`config.mk`:
```
export PLATFORM = sky130hd
export DESIGN_NAME = int_request_conditioner_flat
export DESIGN_NICKNAME = d
export VERILOG_FILES = /design/src/rtl/int_request_conditioner_pkg.sv /design/src/rtl/int_request_conditioner_if.sv /design/src/rtl/int_request_conditioner_chan.sv /design/src/rtl/int_request_conditioner.sv /design/src/flat_wrapper.sv
export SDC_FILE = /design/constraint.sdc
export NUM_CORES = 1
export LEC_CHECK = 0
export BUFFER_PORTS_ARGS = -buffer_cell sky130_fd_sc_hd__buf_2
export CAP_MARGIN = 20
export CELL_PAD_IN_SITES_DETAIL_PLACEMENT = 0
export CELL_PAD_IN_SITES_GLOBAL_PLACEMENT = 1
export CORE_MARGIN = 2
export CORE_UTILIZATION = 32
export CTS_BUF_LIST = sky130_fd_sc_hd__clkbuf_16
export CTS_CLUSTER_SIZE = 8
export DETAILED_ROUTE_END_ITERATION = 10
export GPL_ROUTABILITY_DRIVEN = 0
export GPL_TIMING_DRIVEN = 0
export PLACE_DENSITY_LB_ADDON = 0.1
export SETUP_SLACK_MARGIN = 0.1
export SYNTH_ARGS = -nofsm -noshare
export SYNTH_HDL_FRONTEND = slang
export SYNTH_SLANG_ARGS = --single-unit
```
`constraint.sdc`:
```
create_clock -name clk -period 0.8 [get_ports clk]
set_clock_uncertainty 0.15 [all_clocks]
set_input_delay 0.2 -clock clk [delete_from_list [all_inputs] [get_ports clk]]
set_output_delay 0.2 -clock clk [all_outputs]
set_load 0.02 [all_outputs]
```
`src/rtl/int_request_conditioner_pkg.sv`:
```
// int_request_conditioner_pkg: shared channel count, debounce defaults and vector type
package int_request_conditioner_pkg;
  localparam int N_CH = 3;
  localparam int DB_DEFAULT = 500000;
  localparam int CNT_W_DEFAULT = 20;
  typedef logic [N_CH-1:0] ch_vec_t;
endpackage

```
`src/rtl/int_request_conditioner_if.sv`:
```
// int_request_conditioner_if: enable, raw sources and conditioned outputs between pins and coprocessor
interface int_request_conditioner_if;
  logic en;
  int_request_conditioner_pkg::ch_vec_t raw_in;
  int_request_conditioner_pkg::ch_vec_t int_req;
  int_request_conditioner_pkg::ch_vec_t level;
  modport master (output en, raw_in, input int_req, level);
  modport slave (input en, raw_in, output int_req, level);
endinterface

```
`src/rtl/int_request_conditioner_chan.sv`:
```
// int_channel_cond: one channel of sync, debounce (INT_DEBOUNCE_EN) or bypass, rise detect and pending bit
module int_channel_cond
  import int_request_conditioner_pkg::*;
#(
`ifdef INT_DEBOUNCE_EN
  parameter int DB_CYCLES = DB_DEFAULT,
  parameter int CNT_W = CNT_W_DEFAULT,
`endif
  parameter logic INV = 1'b0
) (
  input  logic clk,
  input  logic rst,
  input  logic i_en,
  input  logic i_raw,
  output logic o_req,
  output logic o_level
);
  logic r_s1, r_s2, r_level, r_req;
  logic w_level_nxt, w_rise;
`ifdef INT_DEBOUNCE_EN
  localparam logic [CNT_W-1:0] LAST = CNT_W'(DB_CYCLES - 1);
  logic [CNT_W-1:0] r_cnt;
  // count consecutive cycles the synchronized input disagrees with the accepted level
  always_ff @(posedge clk) begin
    if (rst) r_cnt <= '0;
    else r_cnt <= (r_s2 == r_level || r_cnt == LAST) ? '0 : r_cnt + CNT_W'(1);
  end
  assign w_level_nxt = (r_s2 != r_level && r_cnt == LAST) ? r_s2 : r_level;
`else
  assign w_level_nxt = r_s2;
`endif
  assign w_rise = w_level_nxt & ~r_level;
  // two-flop synchronizer, accepted level and pending request; a new rise beats consumption
  always_ff @(posedge clk) begin
    if (rst) begin
      r_s1 <= 1'b0;
      r_s2 <= 1'b0;
      r_level <= 1'b0;
      r_req <= 1'b0;
    end else begin
      r_s1 <= i_raw ^ INV;
      r_s2 <= r_s1;
      r_level <= w_level_nxt;
      r_req <= w_rise | (r_req & ~i_en);
    end
  end
  assign o_req = r_req;
  assign o_level = r_level;
endmodule

```
`src/rtl/int_request_conditioner.sv`:
```
// int_request_conditioner: three independent interrupt channels; debounce enabled by INT_DEBOUNCE_EN
module int_request_conditioner
  import int_request_conditioner_pkg::*;
#(
  parameter int DB_CYCLES = DB_DEFAULT,
  parameter int CNT_W = CNT_W_DEFAULT,
  parameter logic [N_CH-1:0] IN_INV = '0
) (
  input logic clk,
  input logic rst,
  int_request_conditioner_if.slave io_bus
);
  ch_vec_t w_req, w_level;
  if (DB_CYCLES < 1 || DB_CYCLES > (1 << CNT_W) - 1) begin : g_bad_db
    $error("DB_CYCLES must lie in 1..2**CNT_W-1");
  end
  for (genvar i = 0; i < N_CH; i++) begin : g_ch
    int_channel_cond #(
`ifdef INT_DEBOUNCE_EN
      .DB_CYCLES(DB_CYCLES),
      .CNT_W(CNT_W),
`endif
      .INV(IN_INV[i])
    ) u_ch (
      .clk(clk),
      .rst(rst),
      .i_en(io_bus.en),
      .i_raw(io_bus.raw_in[i]),
      .o_req(w_req[i]),
      .o_level(w_level[i])
    );
  end
  assign io_bus.int_req = w_req;
  assign io_bus.level = w_level;
endmodule

```
`src/flat_wrapper.sv`:
```
// flat-port wrapper written by rule: the top's interface ports become plain ports
module int_request_conditioner_flat import int_request_conditioner_pkg::*;
#(
  parameter int DB_CYCLES = DB_DEFAULT,
  parameter int CNT_W = CNT_W_DEFAULT,
  parameter logic [N_CH-1:0] IN_INV = '0
)
  (clk, rst, io_bus_en, io_bus_raw_in, io_bus_int_req, io_bus_level);
  int_request_conditioner_if io_bus_i ();
  input logic clk;
  input logic rst;
  input wire logic [$bits(io_bus_i.en)-1:0] io_bus_en;
  input wire logic [$bits(io_bus_i.raw_in)-1:0] io_bus_raw_in;
  output wire logic [$bits(io_bus_i.int_req)-1:0] io_bus_int_req;
  output wire logic [$bits(io_bus_i.level)-1:0] io_bus_level;
  assign io_bus_i.en = io_bus_en;
  assign io_bus_i.raw_in = io_bus_raw_in;
  assign io_bus_int_req = io_bus_i.int_req;
  assign io_bus_level = io_bus_i.level;
  int_request_conditioner #(.DB_CYCLES(DB_CYCLES), .CNT_W(CNT_W), .IN_INV(IN_INV)) u_core (.clk(clk), .rst(rst), .io_bus(io_bus_i));
endmodule
```
# == Word-level counts from Yosys, hierarchy flattened ==
# Cells that the tools add are included.
# Widths: inputs -> output; s select.
# word_totals
reg_bits,12
in_bits,6
out_inout_bits,6
word_cells,25
# op_classes
bitwise,13
# ops
op,n
$and 1x1->1,6
$not 1->1,4
$or 1x1->1,3

# == Longest topological paths before layout ==
# Gate-level depths: netlist (run 1).
# depth
ltp_word,3
ltp_mapped,2
depth_no_buf,2

# == Modules after synthesis ==
# Synthesis (run 1) repeated with hierarchy kept, for this count alone.
# unflattened
hier_cells,30
area_unflattened_um2,390.4
# modules_own_cells
module,instances,cells_per_inst,area_each_um2,seq_area_each_um2
int_channel_cond,3,10,130.1,80.1

# == Least setup slack after synthesis (run 1) ==
# No wires, ideal clock.
# synth_timing
path_type,reg2out
from,register u_core.g_ch[0].u_ch.r_req
to,output io_bus_int_req[0]
arrival_time_ns,0.433
t_required_ns,0.450
setup_slack_ns,0.017
stages_incl_launch_ff,2
path_buffers,1
path_cell_list,dfxtp_1 > buf_4
# synth_rtl
element,line_no,source
from (decl),int_request_conditioner_chan.sv:18,"logic r_s1, r_s2, r_level, r_req;"
from (signal assigned),int_request_conditioner_chan.sv:44,r_req <= w_rise | (r_req & ~i_en);
to (decl),flat_wrapper.sv:14,output wire logic [$bits(io_bus_i.int_req)-1:0] io_bus_int_req;
# No word-level cell between the ends.

# == Worst setup path after layout (run 1) ==
# layout_timing
from,register u_core.g_ch[0].u_ch.r_level
to,output io_bus_level[0]
# layout_rtl
element,line_no,source
from (decl),int_request_conditioner_chan.sv:18,
from (signal assigned),int_request_conditioner_chan.sv:43,r_level <= w_level_nxt;
to (decl),flat_wrapper.sv:15,output wire logic [$bits(io_bus_i.level)-1:0] io_bus_level;
# No word-level cell between the ends.

==> results of run 1 <==
==> cells in the final DEF (no fill, tap or decap), drive strengths merged <==
cell / count
nand2b: 6
buf: 18
clkinv: 1
a21oi: 3
clkbuf: 3
dfxtp: 12
and2b: 2
nor2b: 7
==> sequential cells by signal, summed over array words and instances (netlist names) <==
signal / cells
u_core.g_ch.u_ch.r_s2: 3
u_core.g_ch.u_ch.r_s1: 3
u_core.g_ch.u_ch.o_req: 3
u_core.g_ch.u_ch.o_level: 3
==> per-stage QoR <==
stage | hold slack, ns | worst slack [ns] | setup TNS, ns
after global placement | 0.260 | -0.0951 | -0.559
after global routing | 0.0474 | -0.341 | -2.03
after CTS | 0.0217 | -0.330 | -1.95
final | 0.0212 | -0.323 | -1.92
after floorplan | 0.179 | 0.0325 | 0
after detailed placement | 0.262 | -0.100 | -0.578
==> cell type report <==
type | instances | share of cell area
Sequential cell | 12 | 0.359
Multi-Input combinational cell | 18 | 0.257
Timing Repair Buffer | 11 | 0.132
Buffer | 7 | 0.112
Clock buffer | 3 | 0.107
Tap cell | 15 | 0.0268
Clock inverter | 1 | 0.00536
==> worst min path at each step <==
stage                                           to  slack [ns]             start
after floorplan           u_core.g_ch[0].u_ch.r_s1        0.18  io_bus_raw_in[0]
after global placement    u_core.g_ch[1].u_ch.r_s1        0.26  io_bus_raw_in[1]
after detailed placement  u_core.g_ch[0].u_ch.r_s1        0.26  io_bus_raw_in[0]
after CTS                 u_core.g_ch[0].u_ch.r_s1        0.02  io_bus_raw_in[0]
after global routing      u_core.g_ch[0].u_ch.r_s1        0.05  io_bus_raw_in[0]
final                     u_core.g_ch[0].u_ch.r_s1        0.02  io_bus_raw_in[0]
==> cell families (layout without fill, tap and decap cells) <==
kind of cell           count (synthesis)  count (layout)  synth area share
and+or+nand+nor                       15              15             0.273
DFF                                   12              12             0.541
AOI/OAI and AO/OA                      3               3            0.0592
buffers and inverters                  7              22             0.127
==> repair_timing <==
item / CTS / global route
setup endpoints to repair: 12 / 12
buffers inserted: 0 / 0
endpoints found under the hold margin: 0 / 0
gates resized for setup: 16 / 0
==> power breakdown <==
group	total, mW	switching (mW)	internal, mW
registers	0.642	0.0141	0.628
clock network	0.892	0.237	0.656
logic	0.127	0.0458	0.0809
==> routing by layer <==
| metal | share of wire | wire [um] | GRT usage | vias up |
|---|---|---|---|---|
| met5 | 0 | 0 | 0 | - |
| met4 | 0.020 | 11 | 0.0968 | 0 |
| met3 | 0.096 | 53 | 0.0652 | 2 |
| met2 | 0.45 | 249 | 0.113 | 12 |
| met1 | 0.43 | 238 | 0.0954 | 111 |
| li1 | - | - | - | 137 |
==> results by group, run 1 <==
Cells and area
  • Antenna fix cells: 0
  • Layout Nets: 59
  • Multi-input gate area: around 180 um2
  • Layout overhead on the synthesized area: 57.7%
  • Design Area, Final: approximately 700 um2
  • Layout Utilization: 0.538
  • FILL cells: about 130
  • Layout cell share with drive strength beyond 1: 0.865
  • Layout Cells excl Fill: 67
  • Register area: about 250 um2

CTS
  • Clock slew at reported path FFs: around 0.04 ns
  • Inserted Clock Buffers: 3
  • CTS Root Cell: clkbuf_16
  • CTS H-tree lvls: 1
  • Clock Sinks: 12
  • CTS tree: done
  • Hold buffer count at cts: 0
  • Clock latency on the worst-skew pair: around 0.23 ns
  • Deepest clock path buffer count: 2

STA
  • Final number of setup-violating endpoints: 6
  • RSZ-0062 raised after global routing: true
  • Worst Max-Slew Pin Slew: 0.140 ns
  • Slew Limit Fails: 0
  • Crit share post-route: 1.40
  • Tmin final: 1.12 ns
  • Final hold violation count: 0
  • Worst rel slew slack: 0.907
  • Achievable Freq: 890 MHz
  • Final setup margin: -0.323 ns

Floorplan
  • Boundary pin count: 12
  • Initial Util: 0.341
  • Die footprint: 0.00170 mm2
  • FP Rows: 13
  • Total core area: 0.00130 mm2
  • Die Span Y: 41.3 um
  • Die X: 41.3 um

Detailed routing
  • Wire per inst: 8.24 um
  • Drt drc: 0
  • Drt initial violations: 0
  • Total wire length: 552 um
  • Vias per inst: 3.91
  • Antenna Nets Post-Route: 0
  • Initial DRT Pass Iterations: 1
  • Via Count: about 260

Setup path
  • Setup slack, reg-to-reg: roughly 0.030 ns
  • CP dominant cell by count: buf_6
  • Crit Reg-Reg Startpoint: u_core.g_ch[0].u_ch.r_s2
  • Critical-path cell list: buf_6 -> buf_6
  • Reg2Reg Depth: 1
  • Worst path top cell family by delay: flip-flops
  • FF-to-FF End: u_core.g_ch[0].u_ch.o_level
  • Crit end category: output pin
  • Crit path from: u_core.g_ch[0].u_ch.o_level
  • CP Data Required Time: 0.45 ns
  • Kind of critical path: flop to output pin
  • WP data arrival: slightly below 0.8 ns
  • Crit start category: flop
  • Critical path depth: 2
  • Worst Path Max Fanout: 2
  • Critical path capture point: io_bus_level[0]
  • Largest stage delay, worst path: 0.32 ns
  • Crit path buf inv count: 2
  • CP max-delay cell: dfxtp_2

Global route
  • First-pass GRT wire length: 855 um
  • Congestion Overflow GR: 0
  • Vias in the first global route: slightly above 200
  • Initial antenna violation count: 0
  • Pin count of the biggest net entering global routing: 11
  • Global Route Usage Sum: 0.0919

Logic synthesis
  • Ys async rst share: 0
  • Largest area contributor in the netlist: dfxtp_1
  • Synth area leaders: dfxtp_1 (54%), nor2b_2 (12%), buf_4 (10%)
  • EDFF count, synth: 0
  • Syn_nets: between 40 and 50
  • Sequential share of the synthesized area: 0.541
  • Unique masters post-synth: 8
  • Post-Syn Instances: 37
  • YS warnings: 0
  • Synth top area share: 0.541
  • Syn Area/Cell: 12.0 um2
  • Top-count cell post-synth: dfxtp_1
  • Main synth FF type: dfxtp_1
  • Most frequent cells after synthesis: dfxtp_1 (12), buf_4 (6), nand2b_1 (6), nor2b_2 (6), a21oi_2 (3)
  • Flops & latches, synth: 12
  • Post-Syn Area: 444 um2

Power
  • Max VDD drop: around 2 mV
  • P per Cell Area: 2370 mW/mm2
  • Total power: about 1.7 mW
  • Static leakage: 0.291 nW

Status
  • Status: finished, violations left
  • Violated checks: setup timing

Worst hold path
  • Worst Hold Class: input port to flop
  • WHS Path Cells: 2

Placement
  • Port Buffers: 11
  • Placed inst area: 572 um2
  • Placed instance count: 63

Run
  • Max-cap violations: 0
(Power assumes the default switching activity.)
==> run 2, diff against run 1 <==
BUFFER_PORTS_ARGS = -buffer_cell sky130_fd_sc_hd__buf_4   (was -buffer_cell sky130_fd_sc_hd__buf_2)
MAX_ROUTING_LAYER = met4   (was default)
==> results by group, run 2 (synthesized netlist as in run 1, its figures left out) <==
Power
  • Total power: 1.69 mW (was 1.66 mW)
  • P per Cell Area: 2290 mW/mm2 (was 2370 mW/mm2)
  • Max VDD drop: 1.36 mV (was 2.01 mV)
  • Static leakage: 0.309 nW (was 0.291 nW)

Floorplan
  • Boundary pin count: 12 (unchanged)
  • Die footprint: 0.00170 mm2 (unchanged)
  • Initial Util: 0.341 (unchanged)
  • FP Rows: 13 (unchanged)
  • Die Span Y: 41.3 um (unchanged)
  • Total core area: 0.00130 mm2 (unchanged)
  • Die X: 41.3 um (unchanged)

Cells and area
  • Layout overhead on the synthesized area: 65.9% (was 57.7%)
  • Layout cell share with drive strength beyond 1: 0.887 (was 0.865)
  • Commonest non-fill, non-tap cell in the layout: buf_6 (unchanged)
  • Antenna fix cells: 0 (unchanged)
  • Design Area, Final: 737 um2 (was 701 um2)
  • Layout Nets: 60 (was 59)
  • Most frequent cells in the layout: buf_6 (14), dfxtp_2 (9), buf_4 (5), nor2b_4 (4), nand2b_4 (4) (was buf_6 (13), dfxtp_2 (9), buf_2 (5), nor2b_2 (4))

Detailed routing
  • Drt initial violations: 0 (unchanged)
  • Initial DRT Pass Iterations: 1 (unchanged)
  • Drt drc: 0 (unchanged)
  • Via Count: 270 (was 262)
  • Total wire length: 605 um (was 552 um)
  • Antenna Nets Post-Route: 0 (unchanged)
  • Vias per inst: 3.97 (was 3.91)
  • Wire per inst: 8.90 um (was 8.24 um)

Setup path
  • CP max-delay cell: dfxtp_2 (unchanged)
  • Worst Path Max Fanout: 2 (unchanged)
  • WP data arrival: 0.78 ns (was 0.77 ns)
  • Crit Reg-Reg Startpoint: u_core.g_ch[2].u_ch.o_req (was u_core.g_ch[0].u_ch.r_s2)
  • Crit path from: u_core.g_ch[2].u_ch.o_req (was u_core.g_ch[0].u_ch.o_level)
  • Largest stage delay, worst path: 0.32 ns (about the same)
  • Kind of critical path: flop to output pin (unchanged)
  • CP dominant cell by count: buf_6 (unchanged)
  • Worst path top cell family by delay: flip-flops (unchanged)
  • Crit start category: flop (unchanged)
  • CP Data Required Time: 0.45 ns (about the same)
  • Crit path buf inv count: 2 (unchanged)
  • Crit end category: output pin (unchanged)
  • Critical-path cell list: buf_6 -> buf_6 (unchanged)

CTS
  • Clock Sinks: 12 (unchanged)
  • Inserted Clock Buffers: 3 (unchanged)
  • CTS Root Cell: clkbuf_16 (unchanged)
  • CTS tree: done (unchanged)
  • Hold buffer count at cts: 0 (unchanged)
  • Clock slew at reported path FFs: 0.04 ns (about the same)
  • Deepest clock path buffer count: 2 (unchanged)
  • CTS H-tree lvls: 1 (unchanged)
  • Clock latency on the worst-skew pair: 0.24 ns (was 0.23 ns)

STA
  • Crit share post-route: 1.41 (was 1.40)
  • Tmin final: 1.13 ns (was 1.12 ns)
  • Final setup margin: -0.328 ns (was -0.323 ns)
  • Final hold violation count: 0 (unchanged)
  • RSZ-0062 raised after global routing: true (unchanged)
  • Achievable Freq: 887 MHz (was 890 MHz)
  • Worst rel slew slack: 0.901 (was 0.907)
  • Worst Max-Slew Pin Slew: 0.149 ns (was 0.140 ns)
  • Final number of setup-violating endpoints: 6 (unchanged)
  • Slew Limit Fails: 0 (unchanged)

Worst hold path
  • Hold_sp: io_bus_raw_in[0] (unchanged)
  • Worst Hold Class: input port to flop (unchanged)

Global route
  • Initial antenna violation count: 0 (unchanged)
  • Global Route Usage Sum: 0.107 (was 0.0919)
  • Vias in the first global route: 247 (was 207)
  • Congestion Overflow GR: 0 (unchanged)
  • Pin count of the biggest net entering global routing: 11 (unchanged)
  • First-pass GRT wire length: 1000 um (was 855 um)

Status
  • Status: finished, violations left (unchanged)
  • Violated checks: setup timing (unchanged)

Placement
  • Placed inst area: 599 um2 (was 572 um2)
  • Port Buffers: 11 (unchanged)

Run
  • Max-cap violations: 0 (unchanged)
[run 2: cell types whose count changed in the layout (fill, tap and decap cells not counted)]
| cell | delta |
|---|---|
| nor2b_2 | -1 |
| buf_6 | +1 |
| nand2b_4 | +1 |
| buf_2 | -5 |
| nor2b_4 | +1 |
| nand2b_1 | -1 |
| buf_4 | +5 |
[run 2: through the flow]
| step | setup WS [ns] | std cells | util | hold WS, ns | setup TNS, ns |
|---|---|---|---|---|---|
| after floorplan | 0.0325 | 37 | - | 0.179 | 0 |
| after global placement | -0.0941 | 63 | 0.461 | 0.263 | -0.564 |
| after detailed placement | -0.0992 | 63 | 0.461 | 0.265 | -0.594 |
| after CTS | -0.333 | 68 | 0.563 | 0.0205 | -1.99 |
| after global routing | -0.350 | 68 | 0.566 | 0.0413 | -2.09 |
| final | -0.328 | 68 | 0.566 | 0.0217 | -1.94 |
[run 2: report_power, final]
part,leakage [nW],switching [mW],internal [mW]
clock network,0.0385,0.243,0.656
registers,0.102,0.0146,0.628
logic,0.169,0.0490,0.0949
[run 2: cell type report]
cell class | instances | area, um2
clock inverters | 1 | 3.75
repair buffers | 12 | 116
multi-input cells | 18 | 193
flip-flops and latches | 12 | 251
fillers | 120 | 564
plain buffers | 7 | 78.8
well taps | 15 | 18.8
clock buffers | 3 | 75.1
[run 2: routing by layer]
layer / track usage / share of wire / vias to the layer above
met1: 0.103 / 0.40 / 117
li1: - / - / 138
met4: 0.0726 / 0.038 / 0
met2: 0.148 / 0.47 / 12
met5: - / 0 / -
met3: 0.0815 / 0.088 / 3
[run 2: timing repair]
action / in CTS / in global routing
pin swaps: 0 / 1
setup endpoints to repair: 12 / 13
buffers inserted: 1 / 0
gates resized for setup: 12 / 1
[run 2: worst paths after layout]
kind	end	slack [ns]	depth (start not counted)
worst max-delay path	io_bus_int_req[2]	-0.33	2
worst min-delay path	u_core.g_ch[0].u_ch.r_s1	0.02	2
worst max register to register	u_core.g_ch[2].u_ch.o_req	0.01	3
worst min register to register	u_core.g_ch[1].u_ch.r_s2	0.29	1
